$ cat config.mk
export PLATFORM = sky130hd
export DESIGN_NAME = dma_capture_sequencer
export DESIGN_NICKNAME = d
export VERILOG_FILES = /design/src/rtl/dma_capture_sequencer.sv
export SDC_FILE = /design/constraint.sdc
export NUM_CORES = 1
export LEC_CHECK = 0
export CORE_MARGIN = 10
export CORE_UTILIZATION = 52
export CTS_CLUSTER_SIZE = 25
export DETAILED_ROUTE_END_ITERATION = 6
export PLACE_DENSITY_LB_ADDON = 0.3
export SLEW_MARGIN = 20
export SYNTH_ARGS = -nofsm -noshare
export SYNTH_HDL_FRONTEND = slang
export SYNTH_SLANG_ARGS = --single-unit
$ cat constraint.sdc
create_clock -name aclk -period 5.45 [get_ports aclk]
set_clock_uncertainty 0.15 [all_clocks]
set_input_delay 1.09 -clock aclk [delete_from_list [all_inputs] [get_ports aclk]]
set_output_delay 1.09 -clock aclk [all_outputs]
set_load 0.01 [all_outputs]
$ cat src/rtl/dma_capture_sequencer.sv
// ---------------------------------------------------------------------------
// dma_capture_sequencer : fills the capture BRAM with decimated samples, then
// kicks dma_controller and tracks the offload to completion.  Rev 1.0
// ---------------------------------------------------------------------------
`default_nettype none

module dma_capture_sequencer #(
   parameter int DEPTH       = 16384,
   parameter int ADDR_W      = 14,
   parameter int ENABLE_HOLD = 4,
   parameter int TIMEOUT     = 1048576
) (
   input  logic              aclk,
   input  logic              rst_i,
   input  logic              arm_i,
   input  logic              trig_mode_i,
   input  logic              trig_i,
   input  logic [15:0]       decim_i,
   input  logic [63:0]       sample_i,
   output logic              bram_we_o,
   output logic [ADDR_W-1:0] bram_waddr_o,
   output logic [63:0]       bram_wdata_o,
   output logic              dma_enable_o,
   input  logic              dma_ready_i,
   output logic              busy_o,
   output logic              done_o,
   output logic              timeout_o,
   output logic [2:0]        state_o,
   output logic [15:0]       capture_count_o
);

   localparam int TMR_W  = $clog2(TIMEOUT + 1);
   localparam int HOLD_W = $clog2(ENABLE_HOLD + 1);
   localparam logic [ADDR_W-1:0] LAST_ADDR = ADDR_W'(DEPTH - 1);
   localparam logic [TMR_W-1:0]  TMR_LAST  = TMR_W'(TIMEOUT - 1);
   localparam logic [HOLD_W-1:0] HOLD_LAST = HOLD_W'(ENABLE_HOLD - 1);

   typedef enum logic [2:0] {
      S_IDLE      = 3'd0,
      S_WAIT_TRIG = 3'd1,
      S_CAPTURE   = 3'd2,
      S_KICK      = 3'd3,
      S_WAIT_BUSY = 3'd4,
      S_WAIT_DONE = 3'd5,
      S_DONE      = 3'd6
   } state_t;

   state_t              state, state_nx;
   logic [15:0]         decim;
   logic [15:0]         dcnt;
   logic [ADDR_W-1:0]   waddr;
   logic [HOLD_W-1:0]   hold_cnt;
   logic [TMR_W-1:0]    timer;
   logic                trig_prev;
   logic                accept, store, timed_out;

   always_comb begin
      state_nx  = state;
      accept    = 1'b0;
      store     = 1'b0;
      timed_out = 1'b0;
      case (state)
         S_IDLE: begin
            if (arm_i && dma_ready_i) begin
               accept   = 1'b1;
               state_nx = trig_mode_i ? S_WAIT_TRIG : S_CAPTURE;
            end
         end
         S_WAIT_TRIG: begin
            if (trig_i && !trig_prev) state_nx = S_CAPTURE;
         end
         S_CAPTURE: begin
            if (dcnt == 16'd0) begin
               store = 1'b1;
               if (waddr == LAST_ADDR) state_nx = S_KICK;
            end
         end
         S_KICK: begin
            if (hold_cnt == HOLD_LAST) state_nx = S_WAIT_BUSY;
         end
         // The awaited ready level is checked before the timer so it wins a tie.
         S_WAIT_BUSY: begin
            if (!dma_ready_i) state_nx = S_WAIT_DONE;
            else if (timer == TMR_LAST) begin
               timed_out = 1'b1;
               state_nx  = S_IDLE;
            end
         end
         S_WAIT_DONE: begin
            if (dma_ready_i) state_nx = S_DONE;
            else if (timer == TMR_LAST) begin
               timed_out = 1'b1;
               state_nx  = S_IDLE;
            end
         end
         S_DONE:  state_nx = S_IDLE;
         default: state_nx = S_IDLE;
      endcase
   end

   always_ff @(posedge aclk) begin
      if (rst_i) begin
         state           <= S_IDLE;
         decim           <= '0;
         dcnt            <= '0;
         waddr           <= '0;
         hold_cnt        <= '0;
         timer           <= '0;
         trig_prev       <= 1'b0;
         bram_we_o       <= 1'b0;
         bram_waddr_o    <= '0;
         bram_wdata_o    <= '0;
         dma_enable_o    <= 1'b0;
         done_o          <= 1'b0;
         timeout_o       <= 1'b0;
         capture_count_o <= '0;
      end else begin
         state        <= state_nx;
         trig_prev    <= trig_i;
         bram_we_o    <= store;
         dma_enable_o <= (state_nx == S_KICK);
         done_o       <= (state_nx == S_DONE);

         if (accept) begin
            decim     <= decim_i;
            dcnt      <= '0;
            waddr     <= '0;
            timeout_o <= 1'b0;
         end

         if (state == S_CAPTURE) begin
            if (store) begin
               bram_waddr_o <= waddr;
               bram_wdata_o <= sample_i;
               waddr        <= waddr + 1'b1;
               dcnt         <= decim;
            end else begin
               dcnt <= dcnt - 1'b1;
            end
         end

         hold_cnt <= (state == S_KICK) ? hold_cnt + 1'b1 : '0;

         // Timer restarts whenever a wait state is (re)entered.
         if ((state_nx == state) && ((state == S_WAIT_BUSY) || (state == S_WAIT_DONE)))
            timer <= timer + 1'b1;
         else
            timer <= '0;

         if (timed_out) timeout_o <= 1'b1;
         if (state_nx == S_DONE) capture_count_o <= capture_count_o + 1'b1;
      end
   end

   assign busy_o  = (state != S_IDLE);
   assign state_o = state;

endmodule

`default_nettype wire
## Word-level counts from Yosys, hierarchy flattened

Index checks and enable logic that the tools add are counted.

- Register bits: 172
- Logic and storage cells: 71

- Add/subtract/negate cells: 5
- Equality and inequality tests: 11
- Mux-type cells: 26
- Bitwise operators: 2
- Reductions and logical operators: 13

Operators by type and width:

| kind | number |
|---|---|
| $mux W16 | 3 |
| $mux W14 | 3 |
| $mux W3 | 8 |
| $add A21 B1 Y21 const B | 1 |
| $eq A21 B20 Y1 const B | 1 |
| $pmux W3 S6 | 1 |
| $add A16 B1 Y16 const B | 1 |
| $logic_not A16 Y1 | 1 |
| $sub A16 B1 Y16 const B | 1 |
| $add A14 B1 Y14 const B | 1 |
| $eq A14 B14 Y1 const B | 1 |
| $eq A3 B2 Y1 const B | 4 |
| $eq A3 B3 Y1 const B | 3 |
| $mux W1 | 9 |
| $reduce_bool A2 Y1 | 2 |
| $reduce_or A2 Y1 | 2 |
| $add A3 B1 Y3 const B | 1 |
| $eq A3 B1 Y1 const B | 1 |
| $eq A3 B3 Y1 | 1 |
| $logic_and A1 B1 Y1 | 3 |
| $logic_not A3 Y1 | 1 |
| $reduce_bool A3 Y1 | 1 |
| $mux W2 | 1 |
| $not A1 Y1 | 2 |
| 4 further kinds | 4 |

## Longest topological paths before layout

- Depth after elaboration: 8
- Mapped depth: 9
- Depth with buffers taken out: 7

## Least setup slack after synthesis

No wires, ideal clock.

- Kind: input-to-reg
- From: in dma_ready_i
- To: reg capture_count_o[15]
- Library setup time: 0.128 ns
- Data arrival time: 2.157 ns
- Required time: 5.172 ns
- Slack: 3.015 ns
- Stages: 5
- Buffers on the path: 0
- Cells stage by stage: nand4b_1 -> nor4_1 -> nand4_1 -> xor2_1 -> nor2_1

- Cells in the longest elaborated chain, start to end: 4
- Elaborated cells between the ends (all ways): 6
- Classes of those cells: 1 x eq/ne; 4 x mux; 1 x reduce/logical

Ends and longest elaborated chain:

| element | line | source |
|---|---|---|
| start: declaration | 24 | `input logic dma_ready_i,` |
| $logic_and A1 B1 Y1 | 64 | `if (arm_i && dma_ready_i) begin` |
| $mux W3 | 64 |  |
| $pmux W3 S6 (*) | 62 | `case (state)` |
| $eq A3 B3 Y1 (*) | 151 | `if (state_nx == S_DONE) capture_count_o <= capture_count_o + 1'b1;` |
| end signal: assignment | 151 |  |
| end: declaration | 29 | `output logic [15:0] capture_count_o` |

Mark *: on every way between the ends. The rest lies on a longest branch, timed or not.
A chain may end at the register's enable or synchronous reset.

## Worst setup path after layout

- From: in dma_ready_i
- To: reg dcnt[8]

- Cells in the longest elaborated chain, start to end: 4

Ends and longest elaborated chain:

| element | line | source |
|---|---|---|
| $logic_and A1 B1 Y1 | 64 |  |
| $mux W1 | 64 |  |
| $mux W1 | 62 |  |
| $reduce_bool A2 Y1 (no line) | - |  |
| end signal: assignment | 136 | `dcnt <= decim;` |
| end signal: assignment | 138 | `dcnt <= dcnt - 1'b1;` |
| end: declaration | 50 | `logic [15:0] dcnt;` |

Every way passes these cells.

==> results.cfg <==
[outcome]
outcome = finished, final reports clean

[global_routing]
grt_pass1_wl_mm = 30.9
gr-total-overflow = 0
antenna_found_initial = 0
grt_pass1_vias = 6141
grt_usage_pct = 20.5
grt_max_degree = 92

[power]
p_leak_nw = 3.27
max-vdd-ir-drop_v = 0.000245
power_density_nw_per_um2 = 306

[yosys]
ys_warn_count = 0
ys_async_sr_fraction_pct = 0
synth_edf_count = 0
dominantRegCellSynth = dfxtp_1
syn_inst = 873
synth_seq_cells = 172
yosysTopAreaCellShare_pct = 48.8
netlist_top_cells_area = dfxtp_1, nand2_1, a21oi_1
yosys.cell_types.count = 54
synth.most_common_cell = nand2_1
syn_area_sq_um = 7060
yosys.area.top_type = dfxtp_1
ys_seq_area_share_pct = 48.8
syn_nets = 966
avgSynthCellArea_sq_um = 8.09
synth_common_cells = nand2_1, dfxtp_1, a21oi_1

[timing]
setup_tns_ns = 0
max_freq_ghz = 0.306
rsz0062_at_grt = false
tightest_slew_ns = 0.966
slew_headroom_pct = 35.5
finalSetupViolCount = 0
drv_slew = 0
period_share_pct = 60.0
whs_ns = 0.274
hold_viol = 0
layout_min_cycle_time_ns = 3.27

[die]
core-area_sq_um = 13300
die_h_microns = 137
start_util_pct = 53.1
die_w_microns = 137
num_rows = 42
die-area_sq_um = 18600
pin_count = 188

[critical_path]
crit_required_ns = 5.62
path_max_fanout = 29
cp-end-kind = flop
cp.arrival_ns = 3.44
crit_path_start_kind = primary input
crit_type = in -> reg

[place]
dp_hpwl_mm = 13.9
io_buffers = 187
place_inst = 1188
place.gp.congestion = 0.849

[layout]
n_antenna_cell = 0
stdcell_count = 1220
layout-drive-gt1-share_pct = 4.41
final_nets = 1124
nFillCells = 1075
area_growth_syn_to_layout_pct = 35.2

[routing]
drcViolationCount = 0
first_pass_iters = 5
vias = 6611
wirelength_mm = 19.9
wl_per_cell_microns = 16.3
drt_iter0_drc = 453
ant_nets = 0
vias_per_cell = 5.42

[clock_tree]
path_clk_slew_ns = 0.07
clk_latency_ns = 0.43
holdBufCountCts = 0
cts_buffer_depth = 2
cts_inserted_buffers = 17
cts_tree = yes
ctsResizeCount = 0
cts.sinks = 172
htreeDepth = 4
post-cts-setup-buffers = 0
root_buffer = clkbuf_16

[worst_hold_path]
hold_class = reg -> reg

[job]
maxCapViolCount = 0
[flip-flops by register name, indices dropped and copies added, names as in the netlist]
| register | flops |
|---|---|
| bram_wdata_o | 64 |
| timer | 21 |
| capture_count_o | 16 |
| dcnt | 16 |
| decim | 16 |
| bram_waddr_o | 14 |
| waddr | 14 |
| hold_cnt | 3 |
| state_o | 3 |
| bram_we_o | 1 |
| dma_enable_o | 1 |
| done_o | 1 |
| timeout_o | 1 |
| trig_prev | 1 |
[cell type report]
cell class	count	area [sq um]	area share [%]
Clock buffer	18	439	4.60
Clock inverter	14	135	1.42
Inverter	18	67.6	0.708
Multi-Input combinational cell	631	3340	35.0
Sequential cell	172	3440	36.1
Tap cell	176	220	2.31
Timing Repair Buffer	191	1900	19.9
[cells in the final DEF, fill, tap and decap left out, types with 2 or more instances in the layout]
cell,n
a21o_1,2
a21oi_1,116
a2bb2oi_1,2
a31oi_1,11
and2_1,5
and3_1,14
and4_1,2
buf_4,5
clkbuf_16,17
clkdlybuf4s50_1,186
clkinvlp_4,6
dfxtp_1,172
ha_1,7
inv_1,18
inv_6,4
mux2i_1,4
nand2_1,222
nand3_1,23
nand4_1,19
nand4b_1,2
nor2_1,63
nor2b_1,4
nor3_1,12
nor3b_1,3
nor4_1,9
nor4_2,2
o211ai_1,3
o21ai_0,16
o22ai_1,2
o2bb2ai_1,5
o31ai_1,5
o32ai_1,2
or3_1,8
or4_1,9
xnor2_1,17
xor2_1,21
[worst max-delay path, cell delays in order]
cell	delay [ns]
clkdlybuf4s50_1	0.62
and2_1	0.23
nand2_1	0.58
nand3_1	0.49
o21ai_0	0.17
a22o_1	0.25
[path summary, 6_finish.rpt]
check,startpoint,endpoint,slack [ns],cells after the start
worst min-delay path,hold_cnt[0],hold_cnt[0],0.27,1
worst max-delay path,dma_ready_i,dcnt[8],2.18,6
worst max register to register,state_o[1],bram_wdata_o[31],2.23,6
worst min register to register,hold_cnt[0],hold_cnt[0],0.27,1
[through the flow]
| step | setup WS, ns | cell area (sq um) | util, % | power (mW) |
|---|---|---|---|---|
| CTS | 2.22 | 9550 | 71.8 | 2.93 |
| floorplan | 3.02 | 7060 | - | 1.59 |
| detailed placement | 1.77 | 8970 | 67.5 | 1.76 |
| global route | 1.99 | 9550 | 71.8 | 3.03 |
| finish | 2.18 | 9550 | 71.8 | 2.92 |
| global placement | 1.83 | 8970 | 67.5 | 1.75 |
[metal layers]
metal	share of wire [%]	track usage [%]	up-vias
met1	41	25.0	3078
li1	-	-	3300
met4	2.8	8.58	0
met5	0	0	-
met2	49	33.5	198
met3	6.8	5.32	35
[where the power goes]
part           internal [mW]  switching, mW
clock network          0.649          0.528
logic                  0.181          0.228
registers               1.30         0.0328
[logic make-up (layout without fill, tap and decap cells)]
| group | count (synthesis) | after routing | synth area share, % |
|---|---|---|---|
| mux | 4 | 4 | 0.567 |
| compound gates | 173 | 173 | 13.7 |
| xor+xnor | 38 | 38 | 4.71 |
| fa+ha+maj | 7 | 7 | 1.24 |
| flops | 172 | 172 | 48.8 |
| simple gates | 409 | 409 | 26.9 |
| buf+inv | 70 | 241 | 4.04 |
Power figures use the tool's default switching activity.
